--- src/rtl/pc_pkg.sv ---
// pc_pkg: shared state type and constants for the PC / instruction-fetch sequencer
package pc_pkg;
   typedef enum logic [1:0] {IDLE, FETCH, HOLD, ERR} fetch_state_t;
   localparam int INSTR_BYTES = 4;
   localparam logic [31:0] RESET_PC_DEFAULT = 32'h0000_0000;
endpackage

--- src/rtl/pc_fetch_ctrl_if.sv ---
// pc_fetch_ctrl_if: control, redirect and instruction-memory request signals of the fetch sequencer
interface pc_fetch_ctrl_if #(parameter int w = 32);
   logic stall, branch_taken, imem_ready, imem_req, fetch_valid, misalign_err;
   logic [w-1:0] branch_target, imem_addr, pcoutput, fetch_pc;
   modport master (
      input stall, branch_taken, branch_target, imem_ready,
      output imem_req, imem_addr, pcoutput, fetch_valid, fetch_pc, misalign_err
   );
   modport slave (
      output stall, branch_taken, branch_target, imem_ready,
      input imem_req, imem_addr, pcoutput, fetch_valid, fetch_pc, misalign_err
   );
endinterface

--- src/rtl/pc_fetch_ctrl.sv ---
// pc_fetch_ctrl: PC register and fetch sequencer; sequential +INSTR_BYTES flow,
// one-cycle redirect with squash of a coincident accept, stall to HOLD, sticky misalign error.
module pc_fetch_ctrl
   import pc_pkg::*;
#(
   parameter int w = 32,
   parameter logic [w-1:0] RESET_PC = w'(RESET_PC_DEFAULT)
) (
   input logic clk,
   input logic rst,
   pc_fetch_ctrl_if.master bus
);
   fetch_state_t state, state_next;
   logic [w-1:0] pc, pc_next, fpc;
   logic req, fv, err, accept, redirect, misaligned, take;
   assign accept = req & bus.imem_ready;
   assign redirect = bus.branch_taken & (state != ERR);
   assign misaligned = redirect & (bus.branch_target[1:0] != 2'b00);
   assign take = accept & ~redirect;
   // a redirect freezes the state; IDLE and HOLD both follow stall
   assign state_next = misaligned ? ERR :
                       redirect ? state :
                       (state == IDLE || state == HOLD) ? (bus.stall ? HOLD : FETCH) :
                       (state == FETCH && accept && bus.stall) ? HOLD : state;
   assign pc_next = misaligned ? pc :
                    redirect ? bus.branch_target :
                    accept ? pc + w'(INSTR_BYTES) : pc;
   always_ff @(posedge clk) begin
      if (rst) begin
         state <= IDLE;
         pc <= RESET_PC;
         req <= 1'b0;
         fv <= 1'b0;
         fpc <= '0;
         err <= 1'b0;
      end else begin
         state <= state_next;
         pc <= pc_next;
         req <= state_next == FETCH;
         fv <= take;
         if (take) fpc <= pc;
         if (misaligned) err <= 1'b1;
      end
   end
   assign bus.imem_req = req;
   assign bus.imem_addr = pc;
   assign bus.pcoutput = pc;
   assign bus.fetch_valid = fv;
   assign bus.fetch_pc = fpc;
   assign bus.misalign_err = err;
endmodule
--- src/flat_wrapper.sv ---
// flat-port wrapper written by rule: the top's interface ports become plain ports
module pc_fetch_ctrl_flat import pc_pkg::*;
#(
   parameter int w = 32,
   parameter logic [w-1:0] RESET_PC = w'(RESET_PC_DEFAULT)
)
  (clk, rst, bus_stall, bus_branch_taken, bus_branch_target, bus_imem_ready, bus_imem_req, bus_imem_addr, bus_pcoutput, bus_fetch_valid, bus_fetch_pc, bus_misalign_err);
  pc_fetch_ctrl_if #(.w(w)) bus_i ();
  input logic clk;
  input logic rst;
  input wire logic [$bits(bus_i.stall)-1:0] bus_stall;
  input wire logic [$bits(bus_i.branch_taken)-1:0] bus_branch_taken;
  input wire logic [$bits(bus_i.branch_target)-1:0] bus_branch_target;
  input wire logic [$bits(bus_i.imem_ready)-1:0] bus_imem_ready;
  output wire logic [$bits(bus_i.imem_req)-1:0] bus_imem_req;
  output wire logic [$bits(bus_i.imem_addr)-1:0] bus_imem_addr;
  output wire logic [$bits(bus_i.pcoutput)-1:0] bus_pcoutput;
  output wire logic [$bits(bus_i.fetch_valid)-1:0] bus_fetch_valid;
  output wire logic [$bits(bus_i.fetch_pc)-1:0] bus_fetch_pc;
  output wire logic [$bits(bus_i.misalign_err)-1:0] bus_misalign_err;
  assign bus_i.stall = bus_stall;
  assign bus_i.branch_taken = bus_branch_taken;
  assign bus_i.branch_target = bus_branch_target;
  assign bus_i.imem_ready = bus_imem_ready;
  assign bus_imem_req = bus_i.imem_req;
  assign bus_imem_addr = bus_i.imem_addr;
  assign bus_pcoutput = bus_i.pcoutput;
  assign bus_fetch_valid = bus_i.fetch_valid;
  assign bus_fetch_pc = bus_i.fetch_pc;
  assign bus_misalign_err = bus_i.misalign_err;
  pc_fetch_ctrl #(.w(w), .RESET_PC(RESET_PC)) u_core (.clk(clk), .rst(rst), .bus(bus_i));
endmodule
--- config.mk ---
export PLATFORM = sky130hd
export DESIGN_NAME = pc_fetch_ctrl_flat
export DESIGN_NICKNAME = d
export VERILOG_FILES = /design/src/rtl/pc_pkg.sv /design/src/rtl/pc_fetch_ctrl_if.sv /design/src/rtl/pc_fetch_ctrl.sv /design/src/flat_wrapper.sv
export SDC_FILE = /design/constraint.sdc
export NUM_CORES = 1
export LEC_CHECK = 0
export CORE_MARGIN = 2
export CORE_UTILIZATION = 40
export CTS_BUF_LIST = sky130_fd_sc_hd__clkbuf_16
export CTS_CLUSTER_DIAMETER = 50
export DETAILED_ROUTE_END_ITERATION = 8
export PLACE_DENSITY_LB_ADDON = 0.05
export SLEW_MARGIN = 20
export SYNTH_ARGS = -nofsm -noshare
export SYNTH_HDL_FRONTEND = slang
export SYNTH_SLANG_ARGS = --single-unit
--- constraint.sdc ---
create_clock -name clk -period 2.7 [get_ports clk]
set_clock_uncertainty 0.1 [all_clocks]
set_input_delay 0.405 -clock clk [delete_from_list [all_inputs] [get_ports clk]]
set_output_delay 0.405 -clock clk [all_outputs]
set_load 0.05 [all_outputs]
==> impl_metrics.ini <==
[route]
wirelength_met1_mm = 4.44
dr.pass1.iters = 4
top_layer = met4
wirelength_mm = 9.98
ant_nets = 0
wl_per_cell_um = 15.1
via_per_inst = 5.37
met3_length_um = 627
met2_length_mm = 4.80
vias = 3551
post-route-drc-count = 0
drtIter0Drc = 147

[worst_setup_path]
crit_cells = 1
crit_type = register to output pin
r2r_slack_ns = 0.51
endpoint_kind = output pin
worstPathArrival_ns = 1.73
cp_max_fo = 9
critical_path.max_stage_delay_ns = 0.89
required_ns = 2.19
r2r_cells = 5
crit_buf_inv = 1
slowest_stage = clkdlybuf4s50_1
r2r_start = u_core.bus.imem_addr[6]$_SDFFE_PP0P_
crit_chain = clkdlybuf4s50_1
crit_family = buffers and inverters
cp-startpoint = u_core.bus.imem_addr[23]$_SDFFE_PP0P_
start_kind = register

[grt]
overflow = 0
grt_pass1_wl_mm = 15.8
grt_pass1_vias = 3283
grt_max_degree = 34
antenna_found_initial = 0
grt_use_total = 0.215

[power_and_ir_drop]
pwr-share-clk = 0.410
vdd_drop_max_mv = 0.284
power_frac_comb = 0.197
p_leak_nw = 1.78
intPower_mw = 1.97
switchingPower_mw = 0.826
seqPwrFrac = 0.393
p_per_area_nw_per_um2 = 553
sw_frac_of_total = 0.296

[floorplan]
ios = 136
initial_utilization = 0.415
rows = 33
die_h_um = 96.6
core-area_um2 = 8260
die_area_um2 = 9320
die_x_um = 96.6

[synth]
ys_seq_elements = 69
synth_top_cell_by_area = dfxtp_1
synth-edff-count = 0
syn_area_per_cell_um2 = 7.79
synth.distinct_cells = 49
synth_most_common_cell = nand2_1
synth_ff_type = dfxtp_1
synth-async-reset-ratio = 0
syn-cell-area_um2 = 3430
synthTopCellsByCount = nand2_1 (90), dfxtp_1 (69), a21oi_1 (51), buf_4 (32), nor2_1 (28)
synth_top_area_frac = 0.403
synth_warnings = 0
ys_seq_area_frac = 0.403
syn_inst = 440
synthTopCellsByArea = dfxtp_1 (40%), nand2_1 (9.9%), a21oi_1 (7.4%)
syn_nets = 478

[outcome]
status = finished clean

[clock_tree]
insertion_delay_ns = 0.33
cts_buffer_depth = 2
htree_levels = 3
clock_sinks = 69
cts_resized = 0
cts.clk_slew.worst_paths_ns = 0.06
post_cts_buffers = 0
cts_inserted_buffers = 9
root_buffer = clkbuf_16
cts_tree = done
hold_buffers = 0

[timing]
min_period_ns = 2.23
tightest_slew_ns = 0.601
setup_violations = 0
min_period_over_period = 0.826
tns_ns = 0
rsz0062_at_grt = false
hold_viol = 0
relSlewSlack = 0.597
timing.hold.ws_ns = 0.350
finalWorstSetupSlack_ns = 0.470
final_max_slew_viol_count = 0
max_freq_mhz = 448

[layout]
area_delta_synth_final_pct = 47.4
layout-drive-gt1-share = 0.0935
num_antenna_cells = 0
fillCellCount = 781
nets = 589

[min_path]
hp-start = u_core.bus.fetch_pc[2]$_SDFFE_PP0P_
min_path_type = register to register
hold_path_depth = 2

[placed_design]
dpl_worst_slack_ns = 0.275
hpwlAfterDp_mm = 7.15
portBuffers = 135
globalplace.congestion = 0.839

[job]
maxCapViolCount = 0
[stage by stage]
| stage | cell area [um^2] | std cells | power (mW) | util |
|---|---|---|---|---|
| final | 5050 | 661 | 2.79 | 0.612 |
| after global routing | 5050 | 661 | 2.89 | 0.612 |
| after CTS | 5050 | 661 | 2.80 | 0.612 |
| after detailed placement | 4760 | 645 | 1.67 | 0.576 |
| after global placement | 4760 | 645 | 1.67 | 0.576 |
| after floorplan | 3430 | 440 | 1.47 | - |
[cells in the final DEF (no fill, tap or decap), types with 2 or more instances in the layout]
| master | n |
|---|---|
| clkinvlp_4 | 2 |
| or4_1 | 2 |
| a311oi_1 | 3 |
| clkbuf_16 | 9 |
| nor3b_1 | 2 |
| nor3_1 | 9 |
| clkdlybuf4s50_1 | 134 |
| o21ai_0 | 20 |
| nor2_1 | 27 |
| and4_1 | 3 |
| a21oi_1 | 51 |
| dfxtp_1 | 69 |
| mux2i_2 | 2 |
| a21o_1 | 5 |
| a31oi_1 | 6 |
| inv_1 | 2 |
| nand4_1 | 10 |
| a211oi_1 | 7 |
| a2bb2oi_1 | 3 |
| o31ai_1 | 2 |
| nand3_4 | 2 |
| a22oi_1 | 10 |
| clkinv_2 | 2 |
| and3_1 | 7 |
| nand2_1 | 90 |
| buf_4 | 24 |
| mux2i_1 | 3 |
| and2_1 | 5 |
| nand3_1 | 13 |
| o22ai_1 | 6 |
| or3_1 | 2 |
[worst min-delay path, stage by stage (launching register included)]
cell and delay [ns]:
dfxtp_1 0.30, nand2_1 0.05, a21oi_1 0.05
[kinds of logic after synthesis]
logic type      Yosys count  synth area share
flops                    69             0.403
simple gates            180             0.251
mux                       5            0.0146
buf+inv                  60             0.102
compound gates          125             0.226
fa+ha+maj                 1           0.00365
[power by group through the flow]
stage	clock network [mW]	logic (mW)	registers, mW
after detailed placement	0	0.550	1.12
after global placement	0	0.547	1.12
after floorplan	0	0.257	1.21
final	1.14	0.549	1.10
after CTS	1.15	0.552	1.10
after global routing	1.21	0.583	1.10
[final cells by class]
type	count	area [um^2]	area share
clock inverter	7	67.6	0.0134
inverter	1	3.75	0.000743
tap	105	131	0.0260
clock buffer	9	225	0.0446
timing repair buffer	159	1530	0.302
multi-input combinational	311	1720	0.340
sequential	69	1380	0.273
[registers in the layout (all words and copies together), names as in the netlist]
| register | count |
|---|---|
| u_core.bus.misalign_err | 1 |
| u_core.bus.imem_req | 1 |
| u_core.bus.imem_addr | 32 |
| u_core.bus.fetch_valid | 1 |
| u_core.state | 2 |
| u_core.bus.fetch_pc | 32 |
[worst paths after layout]
path	endpoint
min	u_core.bus.fetch_pc[2]$_SDFFE_PP0P_
max	bus_pcoutput[23]
max reg2reg	u_core.bus.imem_addr[28]$_SDFFE_PP0P_
min reg2reg	u_core.bus.fetch_pc[2]$_SDFFE_PP0P_
[layer usage]
metal  vias to the layer above  GRT usage
li1                       1764          -
met1                      1644      0.286
met2                       134      0.351
met3                         9     0.0442
met4                         0     0.0692
met5                         -          0
Note: power is estimated with default switching activity, not from simulation.
